**src/rtl/detect_collector_if.sv**
```systemverilog
// Handshake bundle between the threshold detectors, the collector and the
// localisation stage. The master drives events and out_ack; the slave is the collector.
interface detect_collector_if #(
    parameter int N_CH = 3,
    parameter int TW   = 32
);
    logic [N_CH-1:0]    ch_valid;
    logic [N_CH*TW-1:0] ch_time;
    logic [N_CH-1:0]    ch_ack;
    logic               out_valid;
    logic               out_ack;
    logic [TW-1:0]      ref_time;
    logic [N_CH*TW-1:0] delta;
    logic               timeout_err;

    modport master (
        output ch_valid, ch_time, out_ack,
        input  ch_ack, out_valid, ref_time, delta, timeout_err
    );

    modport slave (
        input  ch_valid, ch_time, out_ack,
        output ch_ack, out_valid, ref_time, delta, timeout_err
    );
endinterface

```
**src/rtl/detect_collector.sv**
```systemverilog
// Gathers one timestamp per threshold channel within a bounded window and
// publishes channel 0's time plus signed per-channel arrival differences.
//
// state   | meaning
// IDLE    | nothing captured, waiting for the first detection
// COLLECT | some channels captured, window timer running
// CALC    | every channel captured, computing ref_time and delta
// HOLD    | result presented, waiting for out_ack
module detect_collector #(
    parameter int N_CH    = 3,
    parameter int TW      = 32,
    parameter int TIMEOUT = 1000
) (
    input  logic              clk,
    input  logic              rst,
    detect_collector_if.slave bus
);
    localparam int CW = (TIMEOUT > 1) ? $clog2(TIMEOUT) : 1;

    typedef enum logic [1:0] {IDLE, COLLECT, CALC, HOLD} state_t;

    state_t          state, state_nxt;
    logic [N_CH-1:0] cap, cap_nxt, take;
    logic [CW-1:0]   cnt, cnt_nxt;
    logic            tmo_nxt;
    logic [TW-1:0]   t_lat [N_CH];

    logic [N_CH-1:0]    ack_q;
    logic               out_valid_q;
    logic               tmo_q;
    logic [TW-1:0]      ref_q;
    logic [N_CH*TW-1:0] delta_q;

    assign bus.ch_ack      = ack_q;
    assign bus.out_valid   = out_valid_q;
    assign bus.timeout_err = tmo_q;
    assign bus.ref_time    = ref_q;
    assign bus.delta       = delta_q;

    // Window timer counts down from TIMEOUT-1; reaching zero incomplete ends the round.
    always_comb begin
        take      = '0;
        cap_nxt   = cap;
        cnt_nxt   = cnt;
        state_nxt = state;
        tmo_nxt   = 1'b0;
        if (state == IDLE || state == COLLECT) begin
            take    = bus.ch_valid & ~cap;
            cap_nxt = cap | take;
        end
        case (state)
            IDLE: begin
                if (|take) begin
                    cnt_nxt   = CW'(TIMEOUT - 1);
                    state_nxt = (&cap_nxt) ? CALC : COLLECT;
                end
            end
            COLLECT: begin
                if (&cap_nxt) begin
                    state_nxt = CALC;
                end else if (cnt == '0) begin
                    tmo_nxt   = 1'b1;
                    cap_nxt   = '0;
                    state_nxt = IDLE;
                end else begin
                    cnt_nxt = cnt - 1'b1;
                end
            end
            CALC: state_nxt = HOLD;
            HOLD: begin
                if (out_valid_q && bus.out_ack) begin
                    cap_nxt   = '0;
                    state_nxt = IDLE;
                end
            end
            default: state_nxt = IDLE;
        endcase
    end

    always_ff @(posedge clk or negedge rst) begin
        if (!rst) begin
            state <= IDLE;
            cap   <= '0;
            cnt   <= '0;
        end else begin
            state <= state_nxt;
            cap   <= cap_nxt;
            cnt   <= cnt_nxt;
        end
    end

    always_ff @(posedge clk or negedge rst) begin
        if (!rst) begin
            ack_q       <= '0;
            tmo_q       <= 1'b0;
            out_valid_q <= 1'b0;
            ref_q       <= '0;
            delta_q     <= '0;
            for (int i = 0; i < N_CH; i++) t_lat[i] <= '0;
        end else begin
            ack_q       <= take;
            tmo_q       <= tmo_nxt;
            // Rises one cycle after HOLD is entered; an ack before then is ignored.
            out_valid_q <= (state == HOLD) && !(out_valid_q && bus.out_ack);
            for (int i = 0; i < N_CH; i++) begin
                if (take[i]) t_lat[i] <= bus.ch_time[i*TW +: TW];
            end
            if (state == CALC) begin
                ref_q <= t_lat[0];
                for (int i = 0; i < N_CH; i++) begin
                    delta_q[i*TW +: TW] <= t_lat[i] - t_lat[0];
                end
            end
        end
    end
endmodule

```
**src/flat_wrapper.sv**
```systemverilog
// flat-port wrapper written by rule: the top's interface ports become plain ports
module detect_collector_flat 
#(
    parameter int N_CH    = 3,
    parameter int TW      = 32,
    parameter int TIMEOUT = 1000
)
  (clk, rst, bus_ch_valid, bus_ch_time, bus_out_ack, bus_ch_ack, bus_out_valid, bus_ref_time, bus_delta, bus_timeout_err);
  detect_collector_if #(.N_CH(N_CH), .TW(TW)) bus_i ();
  input  logic clk;
  input  logic rst;
  input wire logic [$bits(bus_i.ch_valid)-1:0] bus_ch_valid;
  input wire logic [$bits(bus_i.ch_time)-1:0] bus_ch_time;
  input wire logic [$bits(bus_i.out_ack)-1:0] bus_out_ack;
  output wire logic [$bits(bus_i.ch_ack)-1:0] bus_ch_ack;
  output wire logic [$bits(bus_i.out_valid)-1:0] bus_out_valid;
  output wire logic [$bits(bus_i.ref_time)-1:0] bus_ref_time;
  output wire logic [$bits(bus_i.delta)-1:0] bus_delta;
  output wire logic [$bits(bus_i.timeout_err)-1:0] bus_timeout_err;
  assign bus_i.ch_valid = bus_ch_valid;
  assign bus_i.ch_time = bus_ch_time;
  assign bus_i.out_ack = bus_out_ack;
  assign bus_ch_ack = bus_i.ch_ack;
  assign bus_out_valid = bus_i.out_valid;
  assign bus_ref_time = bus_i.ref_time;
  assign bus_delta = bus_i.delta;
  assign bus_timeout_err = bus_i.timeout_err;
  detect_collector #(.N_CH(N_CH), .TW(TW), .TIMEOUT(TIMEOUT)) u_core (.clk(clk), .rst(rst), .bus(bus_i));
endmodule
```
**config.mk**
```make
export PLATFORM = sky130hd
export DESIGN_NAME = detect_collector_flat
export DESIGN_NICKNAME = d
export VERILOG_FILES = /design/src/rtl/detect_collector_if.sv /design/src/rtl/detect_collector.sv /design/src/flat_wrapper.sv
export SDC_FILE = /design/constraint.sdc
export NUM_CORES = 1
export LEC_CHECK = 0
export BUFFER_PORTS_ARGS = -buffer_cell sky130_fd_sc_hd__buf_4
export CAP_MARGIN = 20
export CORE_ASPECT_RATIO = 0.75
export CORE_UTILIZATION = 45
export CTS_BUF_LIST = sky130_fd_sc_hd__clkbuf_4 sky130_fd_sc_hd__clkbuf_8
export DETAILED_ROUTE_END_ITERATION = 8
export PLACE_DENSITY = 0.64
export SYNTH_ARGS = -nofsm -noshare
export SYNTH_HDL_FRONTEND = slang
export SYNTH_SLANG_ARGS = --single-unit
```
**constraint.sdc**
```tcl
create_clock -name clk -period 3.7 [get_ports clk]
set_clock_uncertainty 0.05 [all_clocks]
set_input_delay 0.555 -clock clk [delete_from_list [all_inputs] [get_ports clk]]
set_output_delay 0.555 -clock clk [all_outputs]
set_load 0.005 [all_outputs]
```
==> impl_metrics.json <==
{
  "cts_setup_buffers": 0,
  "clock_latency_ps": 520,
  "io_buffers": 202,
  "routed-wl-met2_um": 12320,
  "peakVddDrop_uv": 464.1,
  "nNetsFinal": 1550,
  "syn_to_final_growth_pct": 22.40,
  "cp_slowest_stage_delay_ps": 630,
  "cp_data_arrival_time_ps": 3530,
  "highest_layer": "met4",
  "antenna_found_initial": 0,
  "cts_root_buffer": "clkbuf_8",
  "met3_length_um": 2611,
  "synth_cell_types": 69,
  "post-route-period-util_pct": 87.11,
  "holdWs_ps": 58.45,
  "cts_tree": "done",
  "core_um2": 24400,
  "hpwl_um": 22280,
  "layout_setup_ws_ps": 476.9,
  "yosysTopAreaCellShare_pct": 46.62,
  "via_per_inst": 5.357,
  "synthTopCellsByArea": "dfrtp_1 (47%), ha_1 (6.9%), o21ai_0 (6.9%)",
  "p_leak_uw": 0.006663,
  "p_per_area_nw_per_um2": 1103,
  "gp_congestion": 0.9053,
  "finalSetupViolCount": 0,
  "pre_cts_slack_ps": 554.3,
  "path_class": "reg -> reg",
  "cts_resized": 0,
  "maxCapViolations": 0,
  "worstSetupStartpointType": "register",
  "tightestPinTransition_ps": 926.8,
  "crit_buf_inv": 0,
  "vias": 9311,
  "cp_cell_sequence": "ha_1 > fa_1 > nor2b_1 > o31a_1 > o31ai_1 > a31oi_1 > a311oi_1 > a21oi_1 > xnor2_1 > o21ai_0",
  "die_x_um": 185.6,
  "rsz0062_at_grt": "false",
  "yosysTopAreaCell": "dfrtp_1",
  "layout-drive-gt1-share_pct": 25.09,
  "drc": 0,
  "drt_iter0_markers": 547,
  "ant_nets": 0,
  "hold_buffers": 0,
  "first_pass_iters": 5,
  "grt_use_total_pct": 23.59,
  "cts.sinks": 212,
  "routed_wl_um": 30480,
  "slew_viol_final": 0,
  "clockBufferDepth": 3,
  "synthCells": 1178,
  "cts_buffers": 36,
  "num_antenna_cells": 0,
  "yosys_most_used_dff": "dfrtp_1",
  "grt_overflow_total": 0,
  "period_needed_ps": 3223,
  "nFillCells": 2270,
  "max_freq_mhz": 310.3,
  "final_cell_mix": "buf_4 (212), dfrtp_1 (212), nand2_1 (178)",
  "power_uw": 15370,
  "cp-end-kind": "register",
  "relSlewSlack_pct": 38.22,
  "pin_count": 235,
  "avgSynthCellArea_um2": 9.659,
  "cts.clk_slew.worst_paths_ps": 60,
  "fin_util_pct": 57.08,
  "grt_pass1_wl_um": 47860,
  "critPathSlowestCell": "a31oi_1",
  "grt_max_degree": 117,
  "min_path_type": "in -> async",
  "async_reset_ff_share_pct": 100.0,
  "seq_area_frac_synth_pct": 46.62,
  "cp_data_required_time_ps": 4010,
  "hold_viol": 0,
  "status": "completed",
  "ys_warn_count": 0,
  "fp.dieH_um": 139.7,
  "wl_met1_um": 15150,
  "grt_pass1_vias": 8666,
  "syn_area_um2": 11380,
  "crit_family": "compound AO/OA/AOI/OAI gates",
  "ys_seq_elements": 212,
  "cts_max_level": 2,
  "dieArea_um2": 25930,
  "start_util_pct": 46.63,
  "std_cell_rows": 49,
  "routedWlPerCell_um": 17.54,
  "tns_ps": 0,
  "synth_edf_count": 0,
  "cp_max_fo": 6
}
## final cells by class
cell class	instances	area (um2)	share of cell area, %
clock buffer	53	654.4	4.699
inverter	52	195.2	1.401
clock inverter	9	100.1	0.7187
timing repair buffer	216	1667	11.97
tap	331	414.1	2.974
multi-input combinational	865	5592	40.15
sequential	212	5305	38.09
## cells in the mapped netlist, types with 3 or more instances
cell       instances
dfrtp_1          212
nand2_1          178
o21ai_0          157
a21oi_1           67
ha_1              63
mux2_2            62
inv_1             52
nor2_1            42
clkbuf_1          36
buf_4             32
xnor2_1           30
a21o_1            22
xor2_1            21
nand3_1           18
nor3_1            16
nand2b_1          13
a211oi_1          11
buf_1             11
o21bai_1          10
and3_1             9
nor2b_1            9
nand4_1            7
o31ai_1            6
and4_1             5
o211ai_1           5
o21a_1             5
a211o_1            4
a31oi_1            4
nor3b_1            4
nor4_1             4
or3_1              4
a22oi_1            3
a41oi_1            3
and2_1             3
mux2i_1            3
o2111ai_1          3
or4_1              3
## report_power, final
group          total (uW)  leakage, uW  internal (uW)  switching (uW)
clock network        2250     0.000398           1270             976
registers            4110      0.00259           3440             664
logic                9010      0.00368           3870            5130
total               15400      0.00666           8590            6770
## metal layers
metal | GRT usage, % | vias up
li1 | - | 4490
met1 | 36.98 | 4460
met2 | 32.01 | 328
met3 | 6.490 | 33
met4 | 4.659 | 0
met5 | 0 | -
## metrics by stage
stage / instances / instance area (um2)
after floorplan: 1209 / 11490
after global placement: 1676 / 13170
after detailed placement: 1676 / 13170
after CTS: 1738 / 13930
after global routing: 1738 / 13930
final: 1738 / 13930
## final timing paths
path,startpoint,end,slack (ps),depth (start not counted)
max in group asynchronous,rst,u_core.t_lat[89]$_DFFE_PN0P_,2620,2
min in group clk,bus_out_ack,u_core.bus.out_valid$_DFF_PN0_,160,2
worst max register to register,u_core.t_lat[64]$_DFFE_PN0P_,u_core.bus.delta[62]$_DFFE_PN0P_,480,10
worst max-delay path,u_core.t_lat[64]$_DFFE_PN0P_,u_core.bus.delta[62]$_DFFE_PN0P_,480,10
worst min register to register,u_core.bus.delta[56]$_DFFE_PN0P_,u_core.bus.delta[56]$_DFFE_PN0P_,430,2
worst min-delay path,rst,u_core.t_lat[8]$_DFFE_PN0P_,60,1
## flip-flops by register name, indices dropped and copies added, names as in the netlist
register	count
u_core.bus.ch_ack	3
u_core.bus.timeout_err	1
u_core.bus.ref_time	32
u_core.cap	3
u_core.t_lat	96
u_core.cnt	10
u_core.bus.delta	64
u_core.state	2
u_core.bus.out_valid	1
## cells by family after synthesis
kind of cell	synth area share, %
adders and majority gates	7.280
AOI/OAI and AO/OA	17.21
DFF	46.62
buffers and inverters	5.476
other	0.03296
and+or+nand+nor	13.05
muxes	6.400
xor gates and xnor gates	3.926
No activity file was read; power rests on OpenSTA's default activity.
